`src/rtl/vend_pkg.sv`:
```
// Shared constants, state encoding and price selection for the vending credit controller.
package vend_pkg;

  localparam logic [7:0] COIN_NICKEL  = 8'd5;
  localparam logic [7:0] COIN_DIME    = 8'd10;
  localparam logic [7:0] COIN_QUARTER = 8'd25;

  localparam int unsigned DEF_MAX_CREDIT    = 200;
  localparam int unsigned DEF_PRICE_GUM     = 50;
  localparam int unsigned DEF_PRICE_CANDY   = 75;
  localparam int unsigned DEF_PRICE_COOKIES = 65;
  localparam int unsigned DEF_PRICE_CHIPS   = 85;
  localparam int unsigned DEF_CHANGE_GAP    = 2;

  // Bit positions of the change coin-select one-hot.
  localparam int unsigned SEL_NICKEL  = 0;
  localparam int unsigned SEL_DIME    = 1;
  localparam int unsigned SEL_QUARTER = 2;

  typedef enum logic [1:0] {
    StCredit = 2'd0,
    StChange = 2'd1,
    StGap    = 2'd2
  } state_e;

  // sel = {chips, cookies, candy, gum}; gum wins, and the held price survives an idle select.
  function automatic logic [7:0] item_price(input logic [3:0] sel,
                                            input logic [7:0] p_gum,
                                            input logic [7:0] p_candy,
                                            input logic [7:0] p_cookies,
                                            input logic [7:0] p_chips,
                                            input logic [7:0] held);
    logic [7:0] price;
    if (sel[0])      price = p_gum;
    else if (sel[1]) price = p_candy;
    else if (sel[2]) price = p_cookies;
    else if (sel[3]) price = p_chips;
    else             price = held;
    return price;
  endfunction

endpackage

```
`src/rtl/vend_credit_ctrl_if.sv`:
```
// Coin acceptor / dispenser / change-ejector signals around the credit controller.
interface vend_credit_ctrl_if;
  logic       nickel;
  logic       dime;
  logic       quarter;
  logic       coin_return;
  logic       gum_dispence;
  logic       candy_dispence;
  logic       cookies_dispence;
  logic       chips_dispence;
  logic       subtract;
  logic       done;
  logic [7:0] coins;
  logic       coin_reject;
  logic       ret_quarter;
  logic       ret_dime;
  logic       ret_nickel;
  logic       busy;

  modport master (
    output nickel, dime, quarter, coin_return,
    output gum_dispence, candy_dispence, cookies_dispence, chips_dispence,
    output subtract, done,
    input  coins, coin_reject, ret_quarter, ret_dime, ret_nickel, busy
  );

  modport slave (
    input  nickel, dime, quarter, coin_return,
    input  gum_dispence, candy_dispence, cookies_dispence, chips_dispence,
    input  subtract, done,
    output coins, coin_reject, ret_quarter, ret_dime, ret_nickel, busy
  );
endinterface

```
`src/rtl/vend_change_gen.sv`:
```
// Greedy change selector: picks the largest coin that fits and returns the reduced credit.
module vend_change_gen
  import vend_pkg::*;
(
  input  logic [7:0] i_credit,
  output logic [2:0] o_sel,
  output logic [7:0] o_credit
);

  always_comb begin
    o_sel    = 3'b000;
    o_credit = 8'd0;
    if (i_credit >= COIN_QUARTER) begin
      o_sel[SEL_QUARTER] = 1'b1;
      o_credit           = i_credit - COIN_QUARTER;
    end else if (i_credit >= COIN_DIME) begin
      o_sel[SEL_DIME] = 1'b1;
      o_credit        = i_credit - COIN_DIME;
    end else if (i_credit >= COIN_NICKEL) begin
      o_sel[SEL_NICKEL] = 1'b1;
      o_credit          = i_credit - COIN_NICKEL;
    end
    // A 1..4c remainder is dropped with no pulse.
  end

endmodule

```
`src/rtl/vend_credit_ctrl.sv`:
```
// Credit accumulator, price deduction and paced greedy change return for the vending dispenser.
module vend_credit_ctrl
  import vend_pkg::*;
#(
  parameter int unsigned MAX_CREDIT    = DEF_MAX_CREDIT,
  parameter int unsigned PRICE_GUM     = DEF_PRICE_GUM,
  parameter int unsigned PRICE_CANDY   = DEF_PRICE_CANDY,
  parameter int unsigned PRICE_COOKIES = DEF_PRICE_COOKIES,
  parameter int unsigned PRICE_CHIPS   = DEF_PRICE_CHIPS,
  parameter int unsigned CHANGE_GAP    = DEF_CHANGE_GAP
) (
  input logic               clk,
  input logic               reset,
  vend_credit_ctrl_if.slave bus
);

  localparam int unsigned GapW = (CHANGE_GAP > 1) ? $clog2(CHANGE_GAP) : 1;

  state_e          r_state;
  logic [7:0]      r_coins;
  logic [7:0]      r_price;
  logic [GapW-1:0] r_gap_cnt;
  logic            r_reject;
  logic [2:0]      r_ret;
  logic            r_busy;

  state_e          w_state_nxt;
  logic [7:0]      w_coins_nxt;
  logic [7:0]      w_price_nxt;
  logic [GapW-1:0] w_gap_nxt;
  logic            w_reject_nxt;
  logic [2:0]      w_ret_nxt;
  logic            w_busy_nxt;

  logic [8:0]      w_sum;
  logic [8:0]      w_deduct;
  logic [8:0]      w_base;
  logic [8:0]      w_total;
  logic            w_coin_in;
  logic [2:0]      w_chg_sel;
  logic [7:0]      w_chg_credit;

  vend_change_gen u_change_gen (
    .i_credit (r_coins),
    .o_sel    (w_chg_sel),
    .o_credit (w_chg_credit)
  );

  always_comb begin
    w_price_nxt = item_price({bus.chips_dispence, bus.cookies_dispence,
                              bus.candy_dispence, bus.gum_dispence},
                             8'(PRICE_GUM), 8'(PRICE_CANDY), 8'(PRICE_COOKIES),
                             8'(PRICE_CHIPS), r_price);
  end

  always_comb begin
    w_state_nxt  = r_state;
    w_coins_nxt  = r_coins;
    w_gap_nxt    = r_gap_cnt;
    w_reject_nxt = 1'b0;
    w_ret_nxt    = 3'b000;
    w_coin_in    = bus.nickel | bus.dime | bus.quarter;
    w_sum        = (bus.nickel  ? {1'b0, COIN_NICKEL}  : 9'd0)
                 + (bus.dime    ? {1'b0, COIN_DIME}    : 9'd0)
                 + (bus.quarter ? {1'b0, COIN_QUARTER} : 9'd0);
    w_deduct     = bus.subtract ? {1'b0, r_price} : 9'd0;
    // Deduction saturates so an underpaid subtract clears credit instead of wrapping.
    w_base       = ({1'b0, r_coins} >= w_deduct) ? ({1'b0, r_coins} - w_deduct) : 9'd0;
    w_total      = w_base + w_sum;

    unique case (r_state)
      StCredit: begin
        if (w_total > 9'(MAX_CREDIT)) begin
          w_coins_nxt  = w_base[7:0];
          w_reject_nxt = 1'b1;
        end else begin
          w_coins_nxt = w_total[7:0];
        end
        if ((bus.done || bus.coin_return) && (w_coins_nxt != 8'd0)) begin
          w_state_nxt = StChange;
        end
      end
      StChange: begin
        w_reject_nxt = w_coin_in;
        w_ret_nxt    = w_chg_sel;
        w_coins_nxt  = w_chg_credit;
        if (w_chg_credit != 8'd0) begin
          w_state_nxt = StGap;
          w_gap_nxt   = GapW'(CHANGE_GAP - 1);
        end else begin
          w_state_nxt = StCredit;
        end
      end
      StGap: begin
        w_reject_nxt = w_coin_in;
        if (r_gap_cnt == '0) begin
          w_state_nxt = StChange;
        end else begin
          w_gap_nxt = r_gap_cnt - 1'b1;
        end
      end
      default: begin
        w_state_nxt = StCredit;
      end
    endcase

    // Busy also covers the cycle in which the final change pulse is visible.
    w_busy_nxt = (w_state_nxt != StCredit) || (r_state == StChange);
  end

  always_ff @(posedge clk or posedge reset) begin
    if (reset) begin
      r_state   <= StCredit;
      r_coins   <= 8'd0;
      r_price   <= 8'd0;
      r_gap_cnt <= '0;
      r_reject  <= 1'b0;
      r_ret     <= 3'b000;
      r_busy    <= 1'b0;
    end else begin
      r_state   <= w_state_nxt;
      r_coins   <= w_coins_nxt;
      r_price   <= w_price_nxt;
      r_gap_cnt <= w_gap_nxt;
      r_reject  <= w_reject_nxt;
      r_ret     <= w_ret_nxt;
      r_busy    <= w_busy_nxt;
    end
  end

  assign bus.coins       = r_coins;
  assign bus.coin_reject = r_reject;
  assign bus.ret_quarter = r_ret[SEL_QUARTER];
  assign bus.ret_dime    = r_ret[SEL_DIME];
  assign bus.ret_nickel  = r_ret[SEL_NICKEL];
  assign bus.busy        = r_busy;

endmodule

```
`src/flat_wrapper.sv`:
```
// flat-port wrapper written by rule: the top's interface ports become plain ports
module vend_credit_ctrl_flat import vend_pkg::*;
#(
  parameter int unsigned MAX_CREDIT    = DEF_MAX_CREDIT,
  parameter int unsigned PRICE_GUM     = DEF_PRICE_GUM,
  parameter int unsigned PRICE_CANDY   = DEF_PRICE_CANDY,
  parameter int unsigned PRICE_COOKIES = DEF_PRICE_COOKIES,
  parameter int unsigned PRICE_CHIPS   = DEF_PRICE_CHIPS,
  parameter int unsigned CHANGE_GAP    = DEF_CHANGE_GAP
)
  (clk, reset, bus_nickel, bus_dime, bus_quarter, bus_coin_return, bus_gum_dispence, bus_candy_dispence, bus_cookies_dispence, bus_chips_dispence, bus_subtract, bus_done, bus_coins, bus_coin_reject, bus_ret_quarter, bus_ret_dime, bus_ret_nickel, bus_busy);
  vend_credit_ctrl_if bus_i ();
  input logic clk;
  input logic reset;
  input wire logic [$bits(bus_i.nickel)-1:0] bus_nickel;
  input wire logic [$bits(bus_i.dime)-1:0] bus_dime;
  input wire logic [$bits(bus_i.quarter)-1:0] bus_quarter;
  input wire logic [$bits(bus_i.coin_return)-1:0] bus_coin_return;
  input wire logic [$bits(bus_i.gum_dispence)-1:0] bus_gum_dispence;
  input wire logic [$bits(bus_i.candy_dispence)-1:0] bus_candy_dispence;
  input wire logic [$bits(bus_i.cookies_dispence)-1:0] bus_cookies_dispence;
  input wire logic [$bits(bus_i.chips_dispence)-1:0] bus_chips_dispence;
  input wire logic [$bits(bus_i.subtract)-1:0] bus_subtract;
  input wire logic [$bits(bus_i.done)-1:0] bus_done;
  output wire logic [$bits(bus_i.coins)-1:0] bus_coins;
  output wire logic [$bits(bus_i.coin_reject)-1:0] bus_coin_reject;
  output wire logic [$bits(bus_i.ret_quarter)-1:0] bus_ret_quarter;
  output wire logic [$bits(bus_i.ret_dime)-1:0] bus_ret_dime;
  output wire logic [$bits(bus_i.ret_nickel)-1:0] bus_ret_nickel;
  output wire logic [$bits(bus_i.busy)-1:0] bus_busy;
  assign bus_i.nickel = bus_nickel;
  assign bus_i.dime = bus_dime;
  assign bus_i.quarter = bus_quarter;
  assign bus_i.coin_return = bus_coin_return;
  assign bus_i.gum_dispence = bus_gum_dispence;
  assign bus_i.candy_dispence = bus_candy_dispence;
  assign bus_i.cookies_dispence = bus_cookies_dispence;
  assign bus_i.chips_dispence = bus_chips_dispence;
  assign bus_i.subtract = bus_subtract;
  assign bus_i.done = bus_done;
  assign bus_coins = bus_i.coins;
  assign bus_coin_reject = bus_i.coin_reject;
  assign bus_ret_quarter = bus_i.ret_quarter;
  assign bus_ret_dime = bus_i.ret_dime;
  assign bus_ret_nickel = bus_i.ret_nickel;
  assign bus_busy = bus_i.busy;
  vend_credit_ctrl #(.MAX_CREDIT(MAX_CREDIT), .PRICE_GUM(PRICE_GUM), .PRICE_CANDY(PRICE_CANDY), .PRICE_COOKIES(PRICE_COOKIES), .PRICE_CHIPS(PRICE_CHIPS), .CHANGE_GAP(CHANGE_GAP)) u_core (.clk(clk), .reset(reset), .bus(bus_i));
endmodule
```
`config.mk`:
```
export PLATFORM = sky130hd
export DESIGN_NAME = vend_credit_ctrl_flat
export DESIGN_NICKNAME = d
export VERILOG_FILES = /design/src/rtl/vend_pkg.sv /design/src/rtl/vend_credit_ctrl_if.sv /design/src/rtl/vend_change_gen.sv /design/src/rtl/vend_credit_ctrl.sv /design/src/flat_wrapper.sv
export SDC_FILE = /design/constraint.sdc
export NUM_CORES = 1
export LEC_CHECK = 0
export CAP_MARGIN = 20
export CORE_ASPECT_RATIO = 1.75
export CORE_MARGIN = 5
export CORE_UTILIZATION = 30
export DETAILED_ROUTE_END_ITERATION = 7
export PLACE_DENSITY = 0.49
export SYNTH_ARGS = -nofsm -noshare
export SYNTH_HDL_FRONTEND = slang
export SYNTH_HIERARCHICAL = 1
export SYNTH_SLANG_ARGS = --single-unit
```
`constraint.sdc`:
```
create_clock -name clk -period 6 [get_ports clk]
set_input_delay 0.6 -clock clk [delete_from_list [all_inputs] [get_ports clk]]
set_output_delay 0.6 -clock clk [all_outputs]
set_load 0.01 [all_outputs]
```
==> impl_results.md <==
* Post-Syn Area at 2660 sq um
* N_diodes at 0
* CTS clock-pin slew for the worst setup and hold paths at around 0.060 ns
* Port Buffer Count at 24
* GP Congestion at 0.807
* Antenna Nets Post-Route at 0
* Iter 0 DRT Violations at 107
* Sequential area share after synthesis at slightly above 20%
* Worst hold path class: flop to flop
* Worst r2r dst: u_core/r_state[1]
* CTS tree: done
* Post-Route Setup TNS at 0 ns
* Worst Max-Slew Pin Slew at around 0.86 ns
* CTS Buffer Depth at 2
* Layout Nets at 392
* Hold buffer count at cts at 0
* Core area at 8670 sq um
* M3 GR Usage at 0.868%
* Clk_skew at 0.00375 ns
* FMAX at 183 MHz
* Synth-to-Final Area Change at 16.7%
* Status: complete, no violations
* WP data required at slightly above 6 ns
* Synth Flop Type: dfrtp_1
* Crit path DAT at 5.60 ns
* Count leader, synth: nand2_1
* Wire per inst at 16.2 um
* Rows at between 40 and 50
* CTS HTree Levels at 1
* Critical path startpoint: bus_subtract
* # setup viols final at 0
* Type of origin of the critical path: input pin
* Mapped Avg Cell Area at approximately 8.2 sq um
* Vias in the first global route at 2533
* Post-Syn Nets at 368
* Crit path capture: u_core/r_state[1]
* CP Max Fanout at 14
* Synth Register Bits at 22
* Die W at approximately 80 um
* GR Layer Usage met1 at about 16%
* Post-synth EDFFs at 0
* GRT overflow at 0
* RSZ-0062 raised after global routing: false
* Filler Cell Count at 945
* Asr flop ratio synth at 100%
* Pins Over Slew Limit at 0
* Post-synth top cells: nand2_1 (33), inv_1 (32), nor2_1 (28)
* CTS Buf Count at 3
* Initial Util at 30.7%
* Ports at 25
* Final HPWL DP at 6180 um
* Max capacitance violation total at 0
* Via count at 2454
* FF+latch area at 551 sq um
* Min Tclk post-route at 5.45 ns
* Gr busiest metal: met2
* Drc violations at 0
* Die H at 135 um
* Slew margin rel. at 42.5%
* Yosys cell types at 66
* Synth Warn # at 6
* Multi-input logic area at between 1500 and 2000 sq um
* Fin. Hold Viols at 0
* Vias/cell at 5.28
* Setup bufs post-CTS at 0
* Post-synth top area share at 20.7%
* Area leader, netlist: dfrtp_1
* Largest net degree at the start of global routing at 23
* CP endpoint kind: flop
* Hold path cells at 1
* Antenna violations before repair at 0
* Final wirelength at 7540 um
* TritonRoute pass-1 iters at 4
* Crit share post-route at 90.8%
* Mapped Cells at roughly 330
* Overall Global Routing Usage at 14.9%
* R2r setup slk at 0.92 ns
* Die area at 10900 sq um
* Clk sink count at 22
* M2 GR Usage at 28.2%
* Worst-Skew Late Latency at 0.26 ns
* First-pass GRT wire length at 12700 um
* WS Path Type: input pin to flop
* CTS root buf: clkbuf_16
* Resize count post-CTS at 0
* Reg2reg path depth at 17
* Layout cells sized above 1 at 9.20%
* Ranking of synthesized cells by area: dfrtp_1 (21%), ha_1 (12%), nand2_1 (4.7%)
* Critical R2R Launch: u_core/bus.coins[4]
==> worst min-delay path by stage <==
stage,slack (ns),to,from
after floorplan,0.45,u_core/r_price[5],u_core/r_price[5]
after global placement,0.48,u_core/r_price[1],u_core/r_price[1]
after detailed placement,0.48,u_core/r_price[1],u_core/r_price[1]
after CTS,0.50,u_core/r_price[1],u_core/r_price[1]
after global routing,0.53,u_core/r_price[1],u_core/r_price[1]
final,0.49,u_core/r_price[1],u_core/r_price[1]
==> area by class of cell <==
| class | instances | share of cell area, % |
|---|---|---|
| inverters | 33 | 4.07 |
| multi-input cells | 261 | 62.1 |
| well taps | 117 | 4.72 |
| clock buffers | 3 | 2.42 |
| repair buffers | 29 | 8.96 |
| flip-flops and latches | 22 | 17.7 |
==> cell families after synthesis <==
group,after synthesis,synth area share [%]
simple gates,115,22.0
compound gates,102,30.4
buf+inv,43,6.87
fa+ha+maj,30,15.2
flops,22,20.7
xor+xnor,11,3.62
mux,3,1.13
==> worst max-delay path: stages <==
cell and delay [ns]:
clkdlybuf4s50_1 0.56, nand2_1 0.10, ha_1 0.35, a21oi_1 0.22
o21ai_1 0.18, or4_4 0.56, nand2_1 0.16, fa_1 0.43
inv_1 0.07, ha_1 0.26, o21ai_0 0.18, o21ai_0 0.12
a21o_1 0.27, a31oi_1 0.19, a311o_1 0.45, o22ai_1 0.18
a211oi_2 0.38, nor3b_1 0.10, o221a_1 0.23
==> metal layers <==
| layer | part of all wire, % | vias to the layer above | routed length, um |
|---|---|---|---|
| met1 | 39 | 1168 | 2950 |
| met5 | 0 | - | 0 |
| met4 | 3.1 | 0 | 230 |
| li1 | - | 1237 | - |
| met3 | 1.6 | 14 | 119 |
| met2 | 56 | 35 | 4240 |
==> placed cells by master, fill, tap and decap left out, types with 6 or more instances in the layout <==
cell type	n
clkdlybuf4s50_1	24
a21oi_1	16
o21ai_0	11
nor2_1	28
nor2b_1	6
inv_1	32
nand2_1	33
xor2_1	7
dfrtp_1	22
ha_1	26
nand3_1	10
==> metrics by stage <==
stage | util (%) | worst slack, ns | area (sq um) | cells | hold slack (ns)
after floorplan | - | 1.36 | 2660 | 326 | 0.446
after global placement | 34.9 | 0.275 | 3030 | 462 | 0.480
after detailed placement | 34.9 | 0.209 | 3030 | 462 | 0.476
after CTS | 35.8 | 0.474 | 3100 | 465 | 0.495
after global routing | 35.8 | 0.00319 | 3100 | 465 | 0.526
final | 35.8 | 0.550 | 3100 | 465 | 0.490
==> registers in the layout, indices dropped and copies added, names as in the netlist <==
signal	count
u_core/bus.coin_reject	1
u_core/r_price	6
u_core/bus.coins	8
u_core/r_ret	3
u_core/bus.busy	1
u_core/r_gap_cnt	1
u_core/r_state	2
Power is left out: the tool's default activity adds up to more than one toggle a clock period on the data nets, which glitch-free logic cannot reach.
